## src/rtl/prog_timer.sv

```systemverilog
// Programmable up-counter with prescaler, terminal compare, periodic/one-shot modes.
// Optional down-counting support is enabled by defining PROG_TIMER_DOWN_EN.
module prog_timer #(
   parameter int unsigned WIDTH = 8,
   parameter int unsigned PSC_W = 8
) (
   input  logic             clk,
   input  logic             rst,
   input  logic             enable,
   input  logic             clear,
   input  logic             load,
   input  logic [WIDTH-1:0] load_val,
   input  logic [WIDTH-1:0] period,
   input  logic [PSC_W-1:0] prescale,
   input  logic             oneshot,
`ifdef PROG_TIMER_DOWN_EN
   input  logic             down,
`endif
   output logic [WIDTH-1:0] data,
   output logic             tick,
   output logic             done
);

   logic [WIDTH-1:0] data_q, data_d;
   logic [PSC_W-1:0] psc_q, psc_d;
   logic             tick_q, tick_d;
   logic             done_q, done_d;
   logic             active;
   logic             step;
   logic             terminal;
   logic [WIDTH-1:0] next_count;
   logic [WIDTH-1:0] wrap_val;

   assign active = enable & ~done_q;
   // >= rather than == so a prescale lowered mid-count never waits for psc to wrap.
   assign step   = active & (psc_q >= prescale);

`ifdef PROG_TIMER_DOWN_EN
   assign terminal   = down ? (data_q == '0) : (data_q == period);
   assign next_count = down ? (data_q - WIDTH'(1)) : (data_q + WIDTH'(1));
   assign wrap_val   = down ? period : '0;
`else
   assign terminal   = (data_q == period);
   assign next_count = data_q + WIDTH'(1);
   assign wrap_val   = '0;
`endif

   always_comb begin
      data_d = data_q;
      psc_d  = psc_q;
      tick_d = 1'b0;
      done_d = done_q;
      if (clear) begin
         data_d = '0;
         psc_d  = '0;
         done_d = 1'b0;
      end else if (load) begin
         data_d = load_val;
         psc_d  = '0;
         done_d = 1'b0;
      end else if (step) begin
         psc_d = '0;
         if (terminal) begin
            tick_d = 1'b1;
            if (oneshot) begin
               done_d = 1'b1;
            end else begin
               data_d = wrap_val;
            end
         end else begin
            data_d = next_count;
         end
      end else if (active) begin
         psc_d = psc_q + PSC_W'(1);
      end
   end

   always_ff @(posedge clk or negedge rst) begin
      if (!rst) begin
         data_q <= '0;
         psc_q  <= '0;
         tick_q <= 1'b0;
         done_q <= 1'b0;
      end else begin
         data_q <= data_d;
         psc_q  <= psc_d;
         tick_q <= tick_d;
         done_q <= done_d;
      end
   end

   assign data = data_q;
   assign tick = tick_q;
   assign done = done_q;

endmodule
```

## config.mk

```make
export PLATFORM = sky130hd
export DESIGN_NAME = prog_timer
export DESIGN_NICKNAME = d
export VERILOG_FILES = /design/src/rtl/prog_timer.sv
export SDC_FILE = /design/constraint.sdc
export NUM_CORES = 1
export LEC_CHECK = 0
export ABC_AREA = 0
export BUFFER_PORTS_ARGS = -buffer_cell sky130_fd_sc_hd__buf_2
export CORE_ASPECT_RATIO = 0.9
export CORE_UTILIZATION = 55
export CTS_CLUSTER_SIZE = 28
export DETAILED_ROUTE_END_ITERATION = 7
export PLACE_DENSITY = 0.84
export SYNTH_ARGS = -nofsm -noshare
export SYNTH_HDL_FRONTEND = slang
export SYNTH_SLANG_ARGS = --single-unit
```

## constraint.sdc

```tcl
create_clock -name clk -period 4.6 [get_ports clk]
set_clock_uncertainty 0.05 [all_clocks]
set_input_delay 0.92 -clock clk [delete_from_list [all_inputs] [get_ports clk]]
set_output_delay 0.92 -clock clk [all_outputs]
set_load 0.01 [all_outputs]
```

# After elaboration in Yosys (flattened, before gate mapping)
# Index checks and enable logic that the tools add are counted.
[word_totals]
elab_cells = 36
regBits = 18
[op_classes]
n_eq_ne = 2
n_lt_le_gt_ge = 1
muxes = 18
bitwise_logic = 3
n_reduce_logical = 6
add_sub_neg = 2
[ops]
columns = ["op", "count"]
rows = [
  ["2-to-1 mux 8 bit", 9],
  ["adder 8 x 1 -> 8 bit, second input constant", 2],
  ["2-to-1 mux 1 bit", 9],
  ["nonzero test 3 bit", 3],
  ["== test 8 bit", 1],
  [">= comparator 8 bit", 1],
  ["!= test 4 bit, second input constant", 1],
  ["nonzero test 4 bit", 1],
  ["AND reduction 3 bit", 1],
  ["bitwise AND 1 bit", 2],
  ["AND reduction 2 bit", 1],
  ["inverter 1 bit", 1],
]

# Longest topological paths before layout
[logic_depth]
word_depth = 6
mapped_depth = 9
depth_no_buf = 8

# Worst setup path after synthesis
# Ideal clock, no wire load.
[synth_path]
path_type = "in2reg"
startpoint = "input prescale[2]"
endpoint = "register data_q[7], in the netlist data[7]"
path_stages = 9
slack_ps = 2116
t_arrival_ps = 2305
cell_sequence = "inv_1 -> ha_1 -> a211oi_1 -> o21ai_0 -> a21oi_1 -> buf_2 -> o21ai_1 -> a221oi_1 -> nor3_1"
[synth_between]
elab_chain_len = 4
[synth_lines]
columns = ["item", "line", "rtl"]
rows = [
  ["start: declaration", "14", "input logic [PSC_W-1:0] prescale,"],
  [">= comparator 8 bit", "36", "assign step = active & (psc_q >= prescale);"],
  ["bitwise AND 1 bit", "36", ""],
  ["nonzero test 3 bit (no source line)", "n/a", ""],
  ["AND reduction 2 bit (no source line)", "n/a", ""],
  ["end signal: assignment", "85", "data_q <= data_d;"],
  ["end: declaration", "24", "logic [WIDTH-1:0] data_q, data_d;"],
]
# Every way passes these cells.
# A chain may end at the register's enable or synchronous reset.

# Final worst setup path
[layout_path]
startpoint = "input prescale[2]"
endpoint = "register data_q[1], in the netlist data[1]"
# Same word-level chain as after synthesis.

==> results.txt <==
- CTS-repair resized insts: 0
* Req. time, crit path: 4730 ps
* Initial Util: 59.54%
- For this run, the detailed router's first-pass iteration total came to 4.
* Top-Level Pins: 40
* Setup_tns: 0 ps
- Launching element of the worst setup path: prescale[2]
- Global routing consumed, over all layers together, 27.03% of the routing resources.
- Final Wtd Congestion: 0.9330
- Number of distinct library cell variants in the gate-level netlist after synthesis: 39
- Timing analysis after detailed placement gives a worst setup slack of around 1400 ps.
- Vias in the first global route: approximately 1200
* Gate Count Post-Synth: 149
- Timing would allow up to 337.2 MHz.
- After synthesis, flip-flops and latches occupy 33.74% of the total area.
- The tree is rooted in a sky130_fd_sc_hd__clkbuf_4.
* Synthesized Nets: 189
- Pin count of the biggest net entering global routing: 21
- From left edge to right edge, the die measures approximately 54 um.
- At the later pin of the worst-skew pair, clock insertion delay measures 300 ps.
* Endpoints failing hold: 0
- Worst setup slack after layout: 1635 ps
* Status: finished clean
- Kind of start point of the critical path: input port
- Port buffering added 39 buffers.
* Met1 layer usage reported by global route: 34.39%
- Share of cells above drive strength 1: 27.13%
- Clock transition time at the flip-flop clock pins of the worst setup and hold paths: 100 ps
- Setup CP Type: input port to register
- For this run, design rule violations remaining after detail routing come to 0.
* Period utilisation layout: between 60 and 70%
- Leaving out fill and tap cells, the most frequent cell in the layout is sky130_fd_sc_hd__buf_2.
- Leakage Power: 0.0008014 uW
* Top library cells by usage in the layout, fill and taps aside: 39 x sky130_fd_sc_hd__buf_2, 18 x sky130_fd_sc_hd__dfrtp_1, 14 x sky130_fd_sc_hd__nand2_1, 13 x sky130_fd_sc_hd__inv_1, 13 x sky130_fd_sc_hd__xor2_1
- Layout overhead on the synthesized area: 18.46%
- Maximum fanout encountered on the critical timing path: 12
- Global-route wire length before repair: 5.119 mm
* TritonCTS clock tree: built
- Among all flip-flop cells after synthesis, the most frequent one is sky130_fd_sc_hd__dfrtp_1.
* Antenna violations before repair: 0
- The filler cells instantiated in the layout total 187.
* Ys async rst share: 100.0%
- Met3 Resource Use GR: slightly below 8%
- The total area inside the core boundary comes to 2242 sq um.
- Number of warnings reported in the yosys synthesis log: 0
- N_diodes: 0
- Capture instance of the worst register-to-register path: data[1]
- After synthesis the netlist holds a flip-flop and latch count of 18.
- For this block, the initial DRC count from the detailed router was 31.
* Clock tree sinks: 18
- Critical R2R Launch: psc_q[2]
- Number of placement rows: 16
- After the last flow step, the layout net total stands at 229.
* Via density: 5.712
* Post-detailed-route wirelength per cell: 14.48 um
- # H-tree levels: 1
- The tool flagged a number of max-cap violations equal to 0.
* Transition time at the pin with the least slew margin: between 900 and 1000 ps
- Total setup violations reported at the end of the flow: 0
- The floorplan step set the die height to about 50 um.
- Global route overflow: 0
* Post-route ant nets: 0
- In this run the most used layer during global routing was met2.
* Setup repair after global routing missed its margin: false
* End point of the critical path: data[1]
- Number of hold buffers added after CTS: 0
- The synthesized design contains 0 enable-type register cells.
- Total Power Consumption: around 340 uW
* Total Routed Length: 3.113 mm
- Buffers inserted during clock tree synthesis total 3.
* Reg-to-reg slack, setup: 1910 ps
- Final period demand of the worst path: 2965 ps
- WP data arrival: 3090 ps
- VDD IR max: around 0.17 mV
- Area of the mapped netlist: 1335 sq um
- DPL Wire Length: 2.473 mm
* Max-slew violations: 0
* Register-to-Register Path Depth: 7
- Dividing the synthesized area by the synthesized cell count gives 8.960 sq um.
* Full die area: ~2600 sq um
- Worst hold path type: input port to asynchronous set/reset pin
- Measured against its own limit, the worst slew margin works out to 38.29%.
- Power Density: about 210 nW/um^2
* Met2 global-route usage: 42.39%
- STA classifies the critical path endpoint as a register.
- Number of buffers inserted to repair setup after CTS: 0
- In this run the deepest clock path goes through 2 buffers.
* Vias after detailed routing: roughly 1200
area by class of cell:
type	count	area [sq um]	share of cell area, %
well taps	27	33.78	2.136
flip-flops and latches	18	450.4	28.48
repair buffers	39	195.2	12.34
clock buffers	4	36.28	2.294
multi-input cells	114	817.0	51.66
inverters	13	48.80	3.085
metal layers:
| metal | up-vias | wire length (um) |
|---|---|---|
| li1 | 601 | - |
| met1 | 575 | 1356 |
| met2 | 45 | 1562 |
| met3 | 7 | 163 |
| met4 | 0 | 31 |
| met5 | - | 0 |
critical path, stage by stage:
cell and delay (ps):
sky130_fd_sc_hd__buf_2 70, sky130_fd_sc_hd__inv_1 30, sky130_fd_sc_hd__ha_1 300, sky130_fd_sc_hd__a211oi_1 250, sky130_fd_sc_hd__o21ai_0 130, sky130_fd_sc_hd__a21oi_1 730
sky130_fd_sc_hd__a21oi_1 250, sky130_fd_sc_hd__a221oi_1 310, sky130_fd_sc_hd__nor3_1 90
cell usage after synthesis (3+ instances only):
cell | n | share of area (%)
sky130_fd_sc_hd__o21ai_0 | 5 | 1.9
sky130_fd_sc_hd__dfrtp_1 | 18 | 34
sky130_fd_sc_hd__inv_1 | 13 | 3.7
sky130_fd_sc_hd__buf_2 | 3 | 1.1
sky130_fd_sc_hd__a221oi_1 | 3 | 2.0
sky130_fd_sc_hd__a21oi_1 | 9 | 3.4
sky130_fd_sc_hd__nor3_1 | 6 | 2.2
sky130_fd_sc_hd__ha_1 | 10 | 9.4
sky130_fd_sc_hd__nand2_1 | 14 | 3.9
sky130_fd_sc_hd__nor2_1 | 9 | 2.5
sky130_fd_sc_hd__nor2b_1 | 7 | 3.3
sky130_fd_sc_hd__nand3_1 | 6 | 2.2
sky130_fd_sc_hd__xor2_1 | 13 | 8.5
sequential cells by signal, indices dropped and copies added (netlist names):
name	count
data	8
done	1
psc_q	8
tick	1
report_power, final:
part | switching (uW) | total, uW | internal [uW]
sequential | 8.61 | 172 | 163
combinational | 38.0 | 67.0 | 29.0
clock | 47.9 | 96.2 | 48.3
per-stage QoR:
stage	instance area [sq um]	util (%)	instances	hold WS, ps
5_1_grt	1582	70.54	215	500.3
2_1_floorplan	1335	-	149	458.5
3_5_place_dp	1545	68.92	211	489.3
6_report	1582	70.54	215	477.0
4_1_cts	1582	70.54	215	489.2
3_3_place_gp	1545	68.92	211	482.1
worst min path at each step:
stage,from,end,slack (ps),cells after the start
floorplan,psc_q[7],psc_q[7],460,2
global placement,psc_q[7],psc_q[7],480,2
detailed placement,psc_q[7],psc_q[7],490,2
CTS,rst,psc_q[5],490,1
global route,rst,psc_q[6],500,1
finish,rst,psc_q[5],480,1
cells by family after synthesis:
kind of cell             synth area share, %
AND/OR/NAND/NOR                        23.90
flip-flops                             33.74
AO/OA/AOI/OAI                          16.87
adder cells (fa/ha/maj)                9.372
XOR/XNOR                               9.185
buffers and inverters                  5.061
multiplexers                           1.874
No activity file was read; power rests on OpenSTA's default activity.
